--- config.mk ---
export PLATFORM = sky130hd
export DESIGN_NAME = uart_tx_flat
export DESIGN_NICKNAME = d
export VERILOG_FILES = /design/src/rtl/uart_pkg.sv /design/src/rtl/uart_tx_if.sv /design/src/rtl/uart_baud_gen.sv /design/src/rtl/uart_tx.sv /design/src/flat_wrapper.sv
export SDC_FILE = /design/constraint.sdc
export NUM_CORES = 1
export LEC_CHECK = 0
export CAP_MARGIN = 20
export CORE_MARGIN = 2
export CORE_UTILIZATION = 28
export CTS_BUF_LIST = sky130_fd_sc_hd__clkbuf_8 sky130_fd_sc_hd__clkbuf_16
export DETAILED_ROUTE_END_ITERATION = 10
export PLACE_DENSITY = 0.42
export SYNTH_ARGS = -nofsm -noshare
export SYNTH_HDL_FRONTEND = slang
export SYNTH_SLANG_ARGS = --single-unit
--- constraint.sdc ---
create_clock -name clk -period 3.4 [get_ports clk]
set_clock_uncertainty 0.2 [all_clocks]
set_input_delay 0.34 -clock clk [delete_from_list [all_inputs] [get_ports clk]]
set_output_delay 0.34 -clock clk [all_outputs]
set_load 0.02 [all_outputs]
--- src/rtl/uart_pkg.sv ---
`default_nettype none
// ============================================================================
// Module   : uart_pkg
// Brief    : Shared UART state encoding, frame constants and baud helper.
// Revision : 1.0 - initial release
// ============================================================================
package uart_pkg;

    localparam int UART_DATA_BITS = 8;
    localparam int UART_STOP_BITS = 1;

    typedef enum logic [2:0] {
        ST_IDLE   = 3'd0,
        ST_START  = 3'd1,
        ST_DATA   = 3'd2,
        ST_PARITY = 3'd3,
        ST_STOP   = 3'd4
    } uart_state_e;

    function automatic int baud_cnt_max(input int clk_freq, input int bps);
        return clk_freq / bps;
    endfunction

endpackage
`default_nettype wire

--- src/rtl/uart_tx_if.sv ---
`default_nettype none
// ============================================================================
// Module   : uart_tx_if
// Brief    : Byte handshake between a byte source and the UART transmitter.
// Revision : 1.0 - initial release
// ============================================================================
interface uart_tx_if;
    logic       uart_tx_en;
    logic [7:0] uart_tx_data;
    logic       uart_tx_ready;
    logic       uart_tx_busy;
    logic       uart_tx_done;

    modport master (
        output uart_tx_en,
        output uart_tx_data,
        input  uart_tx_ready,
        input  uart_tx_busy,
        input  uart_tx_done
    );

    modport slave (
        input  uart_tx_en,
        input  uart_tx_data,
        output uart_tx_ready,
        output uart_tx_busy,
        output uart_tx_done
    );
endinterface
`default_nettype wire

--- src/rtl/uart_baud_gen.sv ---
`default_nettype none
// ============================================================================
// Module   : uart_baud_gen
// Brief    : Bit-period counter 0..BAUD_CNT_MAX-1 with a tick on the last count.
// Revision : 1.0 - initial release
// ============================================================================
module uart_baud_gen #(
    parameter int BAUD_CNT_MAX = 434
) (
    input  wire logic        clk,
    input  wire logic        rst,
    input  wire logic        i_run,
    input  wire logic        i_restart,
    output logic      [15:0] o_bd_cnt,
    output logic             o_tick
);
    localparam logic [15:0] C_LAST = 16'(BAUD_CNT_MAX - 1);

    logic [15:0] r_cnt;

    always_ff @(posedge clk) begin
        if (rst || i_restart || !i_run) begin
            r_cnt <= 16'd0;
        end else if (r_cnt == C_LAST) begin
            r_cnt <= 16'd0;
        end else begin
            r_cnt <= r_cnt + 16'd1;
        end
    end

    assign o_bd_cnt = r_cnt;
    assign o_tick   = i_run && (r_cnt == C_LAST);

endmodule
`default_nettype wire

--- src/rtl/uart_tx.sv ---
`default_nettype none
// ============================================================================
// Module   : uart_tx
// Brief    : 8N1 UART transmitter, LSB first; define UART_TX_PARITY_EN for 8E1/8O1.
// Revision : 1.0 - initial release
// ============================================================================
module uart_tx
    import uart_pkg::*;
#(
    parameter int CLK_FREQ   = 50000000,
    parameter int UART_BPS   = 115200,
    parameter int PARITY_ODD = 0
) (
    input  wire logic clk,
    input  wire logic rst,
    uart_tx_if.slave  tx_if,
    output logic      uart_txd
);
    localparam int          BAUD_CNT_MAX = baud_cnt_max(CLK_FREQ, UART_BPS);
    localparam logic [15:0] C_BD_LAST    = 16'(BAUD_CNT_MAX - 1);
    localparam logic [2:0]  C_LAST_BIT   = 3'(UART_DATA_BITS - 1);

    uart_state_e r_state;
    uart_state_e w_state_next;
    logic [7:0]  r_shift;
    logic [2:0]  r_bit_cnt;
    logic        r_txd;
    logic        w_txd_next;
    logic        w_accept;
    logic        w_run;
    logic        w_tick;
    logic [15:0] w_bd_cnt;

`ifdef UART_TX_PARITY_EN
    logic r_parity;
`else
    logic w_unused_parity_odd;
    assign w_unused_parity_odd = (PARITY_ODD != 0);
`endif

    assign w_accept = tx_if.uart_tx_en && (r_state == ST_IDLE);
    assign w_run    = (r_state != ST_IDLE);

    uart_baud_gen #(
        .BAUD_CNT_MAX (BAUD_CNT_MAX)
    ) u_baud_gen (
        .clk       (clk),
        .rst       (rst),
        .i_run     (w_run),
        .i_restart (w_accept),
        .o_bd_cnt  (w_bd_cnt),
        .o_tick    (w_tick)
    );

    always_ff @(posedge clk) begin
        if (rst) begin
            r_state   <= ST_IDLE;
            r_txd     <= 1'b1;
            r_shift   <= 8'd0;
            r_bit_cnt <= 3'd0;
`ifdef UART_TX_PARITY_EN
            r_parity  <= 1'b0;
`endif
        end else begin
            r_state <= w_state_next;
            r_txd   <= w_txd_next;
            if (w_accept) begin
                r_shift   <= tx_if.uart_tx_data;
                r_bit_cnt <= 3'd0;
`ifdef UART_TX_PARITY_EN
                r_parity  <= (^tx_if.uart_tx_data) ^ (PARITY_ODD != 0);
`endif
            end else if ((r_state == ST_DATA) && w_tick) begin
                r_shift   <= {1'b0, r_shift[7:1]};
                r_bit_cnt <= r_bit_cnt + 3'd1;
            end
        end
    end

    // Next line level is chosen here and registered, so the pin never sees FSM decode glitches.
    always_comb begin
        w_state_next = r_state;
        w_txd_next   = r_txd;
        case (r_state)
            ST_IDLE: begin
                w_txd_next = 1'b1;
                if (w_accept) begin
                    w_state_next = ST_START;
                    w_txd_next   = 1'b0;
                end
            end
            ST_START: begin
                if (w_tick) begin
                    w_state_next = ST_DATA;
                    w_txd_next   = r_shift[0];
                end
            end
            ST_DATA: begin
                if (w_tick) begin
                    if (r_bit_cnt == C_LAST_BIT) begin
`ifdef UART_TX_PARITY_EN
                        w_state_next = ST_PARITY;
                        w_txd_next   = r_parity;
`else
                        w_state_next = ST_STOP;
                        w_txd_next   = 1'b1;
`endif
                    end else begin
                        w_txd_next = r_shift[1];
                    end
                end
            end
            ST_PARITY: begin
`ifdef UART_TX_PARITY_EN
                if (w_tick) begin
                    w_state_next = ST_STOP;
                    w_txd_next   = 1'b1;
                end
`else
                w_state_next = ST_IDLE;
                w_txd_next   = 1'b1;
`endif
            end
            ST_STOP: begin
                w_txd_next = 1'b1;
                if (w_tick) begin
                    w_state_next = ST_IDLE;
                end
            end
            default: begin
                w_state_next = ST_IDLE;
                w_txd_next   = 1'b1;
            end
        endcase
    end

    assign tx_if.uart_tx_ready = (r_state == ST_IDLE);
    assign tx_if.uart_tx_busy  = (r_state != ST_IDLE);
    assign tx_if.uart_tx_done  = (r_state == ST_STOP) && (w_bd_cnt == C_BD_LAST);
    assign uart_txd            = r_txd;

endmodule
`default_nettype wire
--- src/flat_wrapper.sv ---
// flat-port wrapper written by rule: the top's interface ports become plain ports
module uart_tx_flat import uart_pkg::*;
#(
    parameter int CLK_FREQ   = 50000000,
    parameter int UART_BPS   = 115200,
    parameter int PARITY_ODD = 0
)
  (clk, rst, uart_txd, tx_if_uart_tx_en, tx_if_uart_tx_data, tx_if_uart_tx_ready, tx_if_uart_tx_busy, tx_if_uart_tx_done);
  uart_tx_if tx_if_i ();
  input  wire logic clk;
  input  wire logic rst;
  output logic uart_txd;
  input wire logic [$bits(tx_if_i.uart_tx_en)-1:0] tx_if_uart_tx_en;
  input wire logic [$bits(tx_if_i.uart_tx_data)-1:0] tx_if_uart_tx_data;
  output wire logic [$bits(tx_if_i.uart_tx_ready)-1:0] tx_if_uart_tx_ready;
  output wire logic [$bits(tx_if_i.uart_tx_busy)-1:0] tx_if_uart_tx_busy;
  output wire logic [$bits(tx_if_i.uart_tx_done)-1:0] tx_if_uart_tx_done;
  assign tx_if_i.uart_tx_en = tx_if_uart_tx_en;
  assign tx_if_i.uart_tx_data = tx_if_uart_tx_data;
  assign tx_if_uart_tx_ready = tx_if_i.uart_tx_ready;
  assign tx_if_uart_tx_busy = tx_if_i.uart_tx_busy;
  assign tx_if_uart_tx_done = tx_if_i.uart_tx_done;
  uart_tx #(.CLK_FREQ(CLK_FREQ), .UART_BPS(UART_BPS), .PARITY_ODD(PARITY_ODD)) u_core (.clk(clk), .rst(rst), .tx_if(tx_if_i), .uart_txd(uart_txd));
endmodule
# Word-level counts from Yosys, hierarchy flattened

Cells that the tools add are included.

$add $sub $neg: 2
Equality and inequality tests: 10
Muxes and demuxes: 13
Reduce and logical (&&, ||, !) cells: 14

Operators with widths:

| cell                  | count |
|---|---|
| $add 16x1->16 const B | 1 |
| $eq 16x9->1 const B   | 1 |
| $mux 8                | 2 |
| $mux 3                | 5 |
| $pmux 3 s4            | 1 |
| $ne 2x1->1 const B    | 4 |
| $eq 3x3->1 const B    | 2 |
| $reduce_and 5->1      | 1 |
| $logic_and 1x1->1     | 4 |
| $mux 1                | 4 |
| $reduce_or 2->1       | 2 |
| $add 3x1->3 const B   | 1 |
| $eq 3x1->1 const B    | 1 |
| $eq 3x2->1 const B    | 1 |
| $logic_not 3->1       | 1 |
| $pmux 1 s3            | 1 |
| $reduce_bool 3->1     | 1 |
| $logic_or 1x1->1      | 2 |
| $ne 2x2->1 const B    | 1 |
| $reduce_and 2->1      | 1 |
| $reduce_bool 2->1     | 1 |
| $logic_not 1->1       | 1 |

Register bits after elaboration: 31
Input port bits: 11
Output and inout port bits: 4
Word-level logic and storage cells: 44

# Longest topological paths before layout

Gate-level depths: netlist of run 1.

Depth in word-level cells: 5
Gate-level depth with buffers: 9
Depth with buffers taken out: 6

# Hierarchy

Synthesis of run 1 repeated with hierarchy kept, for this count alone.

Cell total of the unflattened synthesis: 169
Area, all modules: 1661.6 um2

By module, submodules not included:

| module        | times used | cells an instance | area an instance (um2) | seq. area each (um2) |
|---|---|---|---|---|
| uart_tx       | 1          | 84                | 838.3                  | 300.3 |
| uart_baud_gen | 1          | 85                | 823.3                  | 320.3 |

# Worst setup path after synthesis of run 1

Ideal clock, no wire load.

Path type: register to output
Start point: reg u_core.u_baud_gen.r_cnt[0], in the netlist u_core.u_baud_gen.o_bd_cnt[0]
End point: out tx_if_uart_tx_done
Data arrival time: 1.866 ns
Data required time: 2.860 ns
Path slack: 0.994 ns
Stages on the path, launching flop included: 6
Path through: dfxtp_1 > ha_1 > nor3b_1 > nand4_1 > clkbuf_1 > nor4b_1

Longest elaborated chain between the ends: 2

Ends and longest elaborated chain:

| item                   | line                | source |
|---|---|---|
| from (decl)            | uart_baud_gen.sv:19 | `logic [15:0] r_cnt;` |
| from (signal assigned) | uart_baud_gen.sv:27 | `r_cnt <= r_cnt + 16'd1;` |
| $eq 16x9->1            | uart_tx.sv:139      | `assign tx_if.uart_tx_done = (r_state == ST_STOP) && (w_bd_cnt == C_BD_LAST);` |
| $logic_and 1x1->1      | uart_tx.sv:139      |  |
| to (decl)              | flat_wrapper.sv:17  | `output wire logic [$bits(tx_if_i.uart_tx_done)-1:0] tx_if_uart_tx_done;` |

No other way between the ends.

# Worst setup path after layout of run 1

Same ends and word-level chain as after synthesis.

==> results of run 1 <==
-- where the power goes --
group          switching (uW)  internal (uW)
combinational            25.5           26.2
clock                     132            159
sequential               8.40            374
total                     166            558
-- through the flow --
stage / worst slack (ps) / util (%) / hold slack, ps
after floorplan: 994 / - / 245
after global placement: 854 / 32.5 / 259
after detailed placement: 749 / 32.5 / 276
after CTS: 437 / 34.2 / 288
after global routing: 224 / 34.2 / 319
final: 446 / 34.2 / 287
-- area by class of cell --
cell class | count | area (um2)
clock inverters | 1 | 5.00
multi-input cells | 126 | 771
clock buffers | 6 | 82.6
repair buffers | 16 | 155
well taps | 70 | 87.6
inverters | 7 | 26.3
flip-flops and latches | 31 | 621
fillers | 567 | 3360
-- worst reg2reg max path: cells and delay by family, from the launching register on --
kind | cells | cell delay (ps)
and+or+nand+nor | 4 | 1090
DFF | 1 | 400
buffers and inverters | 1 | 220
adders and majority gates | 1 | 170
-- worst min-delay path by stage --
stage	slack, ps	cells past startpoint	end
global placement	260	1	u_core.u_baud_gen.o_bd_cnt[0]
finish	290	1	u_core.u_baud_gen.o_bd_cnt[0]
CTS	290	1	u_core.u_baud_gen.o_bd_cnt[0]
detailed placement	280	1	u_core.u_baud_gen.o_bd_cnt[0]
floorplan	240	1	u_core.u_baud_gen.o_bd_cnt[0]
global route	320	2	u_core.r_bit_cnt[1]
-- cell families after synthesis --
group           after synthesis
flops                        31
fa+ha+maj                     4
xor+xnor                     15
compound gates               29
simple gates                 78
buf+inv                      17
-- layer usage --
layer	wire length, um	vias up	GRT usage (%)
li1	-	644	-
met4	13	0	4.36
met3	106	2	3.65
met2	1770	22	22.5
met1	1470	605	14.6
met5	0	-	0
-- cell usage in the layout, fill, tap and decap left out, drive strengths merged --
cell | synthesis | final
a211o | 1 | 1
a211oi | 1 | 1
a21boi | 1 | 1
a21oi | 6 | 6
a311oi | 7 | 7
and3 | 1 | 1
and4 | 2 | 2
buf | 6 | 2
clkbuf | 4 | 6
clkdlybuf4s50 | 0 | 14
clkinv | 0 | 1
dfxtp | 31 | 31
ha | 4 | 4
inv | 7 | 7
nand2 | 6 | 6
nand2b | 1 | 1
nand3 | 16 | 16
nand4 | 4 | 4
nand4b | 1 | 1
nor2 | 29 | 29
nor3 | 5 | 5
nor3b | 2 | 2
nor4 | 7 | 7
nor4b | 1 | 1
o211ai | 1 | 1
o21ai | 10 | 10
o221ai | 1 | 1
o311ai | 1 | 1
or3 | 3 | 3
xnor2 | 14 | 14
xor2 | 1 | 1
-- sequential cells by signal, indices dropped and copies added (netlist names) --
signal and cells:
u_core.uart_txd 1, u_core.r_bit_cnt 3, u_core.r_state 3, u_core.r_shift 8, u_core.u_baud_gen.o_bd_cnt 16
==> out/results.tsv, run 1 <==
stage	metric	value	unit
place	Post-DP Area	1660	um2
setup_path	cell type group with the largest total delay on the critical path	buffers and inverters	
setup_path	start point of the critical path	u_core.u_baud_gen.o_bd_cnt[0]	
cts	post-CTS resize count	0	
floorplan	initial cell density of the core	29.1	%
flow_run	number of max-cap violations	0	
timing	Worst slew margin	55.0	%
cts	CTS tree	yes	
run_status	outcome	completed	
synthesis	flop and latch count out of synthesis	31	
synthesis	count of warnings emitted by yosys	0	
synthesis	share of synthesized area occupied by flip-flops and latches	41.8	%
timing	achievable clock frequency	339	MHz
synthesis	synthesized netlist cell count	174	
setup_path	Critical Path Slowest Stage Cell	clkdlybuf4s50_1	
power	total leakage power	0.000539	uW
cts	clock tree buffer depth	2	
synthesis	largest cells by area after synthesis	dfxtp_1 (42%), xnor2_1 (8.2%), nor2_1 (7.1%), nand3_1 (5.4%), a311oi_1 (4.1%)	
global_routing	maximum number of pins on one net before global-route repair	17	
setup_path	endpoint type of the worst setup path	output pin	
routing	via-per-instance ratio	4.95	
synthesis	Synth Area in Compound Gates	12.8	%
synthesis	top cells by count, synth	dfxtp_1 (31), nor2_1 (28), nand3_1 (16), xnor2_1 (14), o21ai_0 (10)	
cts	Hold Buf Count CTS	0	
synthesis	mean instance size in the synthesized netlist	8.54	um2
cts	number of clock sinks seen by CTS	31	
setup_path	arrival time reported for the critical path endpoint	2410	ps
routing	count of antenna-violating nets left after detailed routing	0	
synthesis	area share of fa/ha/maj cells after synthesis	3.37	%
finish	area delta synth->final	17.6	%
setup_path	WP depth	6	
timing	setup TNS after final layout	0	ps
synthesis	Top FF cell, synth	dfxtp_1	
min_path	Min-Delay Path Class	reg2reg	
global_routing	via count of the first global-routing pass	1295	
floorplan	IO Count	15	
synthesis	share of cell area taken by muxes after synthesis	0	%
floorplan	placeable core region	5110	um2
place	placer's final routability congestion estimate	0.787	
timing	transition at the pin with the smallest max-transition slack	672	ps
min_path	startpoint of the lowest-slack hold path	u_core.u_baud_gen.o_bd_cnt[0]	
global_routing	overall fraction of global-route tracks in use	12.7	%
place	final HPWL from detailed placement	2.41	mm
power	power density normalized to cell area	414	nW/um2
synthesis	number of different library cells in the post-synthesis netlist	33	
floorplan	number of rows in the core area	26	
setup_path	endpoint of the worst setup timing path	tx_if_uart_tx_done	
setup_path	type of element launching the critical path	flop	
setup_path	worst reg-to-reg path cell count	6	
place	DP Cell Count	250	
synthesis	Async S/R FF share, synth	0	%
global_routing	first-pass GRT wire length	6.06	mm
global_routing	antenna violations before repair	0	
routing	Routed Wire Length	3.36	mm
synthesis	largest family of logic cells by synthesized area	simple AND/OR/NAND/NOR gates	
power	post-route total power	724	uW
timing	setup violators final	0	
setup_path	buffer and inverter count on the worst path	2	
setup_path	maximum fanout along the worst path	14	
timing	count of endpoints failing hold in the final timing report	0	
timing	unrepaired setup endpoints after global routing	no	
routing	Routed wire per std cell	13.1	um
routing	violation count after the first detailed-route iteration	56	
setup_path	reg-to-reg endpoint	u_core.u_baud_gen.o_bd_cnt[4]	
timing	fin. max-slew vios	0	
synthesis	EDFF count, synth	0	
setup_path	launch point of the worst reg-to-reg path	u_core.u_baud_gen.o_bd_cnt[0]	
synthesis	fraction of synthesized cell area taken by the top area cell type	41.8	%
cts	clock tree root driver cell	clkbuf_8	
place	count of port buffers added during placement	14	
cts	H-Tree Level Count	2	
timing	time the worst path needs with I/O delays and setup	2950	ps
routing	DRC violations left	0	
cts	clock buffers created by TritonCTS	5	
floorplan	DIE WIDTH	76.9	um
synthesis	XOR/XNOR share of the synthesized area	8.84	%
routing	router iterations before antenna repair	5	
cts	clock input transition at the sequential cells of the worst setup and hold paths	60	ps
cts	post-CTS setup buffer count	0	
synthesis	cell accounting for the most synthesized area	dfxtp_1	
synthesis	most instantiated library cell after synthesis	dfxtp_1	
finish	fraction of final layout cells sized beyond drive strength 1	6.42	%
finish	cell area after layout	1750	um2
finish	count of nets after finishing	202	
setup_path	setup slack of the most critical reg-to-reg path	1200	ps
setup_path	WP data required	2860	ps
finish	post-route insts no fill	257	
setup_path	Max stage delay on crit path	670	ps
cts	insertion delay of the later-clocked pin in the worst-skew pair	280	ps
setup_path	CP cell instances	ha_1 -> nor3b_1 -> nand4_1 -> buf_4 -> nor4b_1 -> clkdlybuf4s50_1	
setup_path	critical setup path kind	reg2out	
synthesis	synthesized cell area	1490	um2
timing	fraction of the cycle the final worst path needs	86.9	%
routing	via total after detailed routing	1273	
synthesis	synthesized-area fraction occupied by and/or/nand/nor cells	26.9	%
synthesis	synthesized net count	189	
global_routing	remaining global-route overflow	0	
floorplan	y dimension of the die	76.9	um
finish	Inserted Diodes	0	
power	highest ir drop seen on vdd	0.200	mV
floorplan	Total Die Area	5910	um2
Power figures use the tool's default switching activity.
==> run 2: changes to the inputs <==
Settings changed: CTS_CLUSTER_SIZE from default to 10.
==> results of run 2 <==
The final DEF is identical to that of run 1; final timing and power are the same.
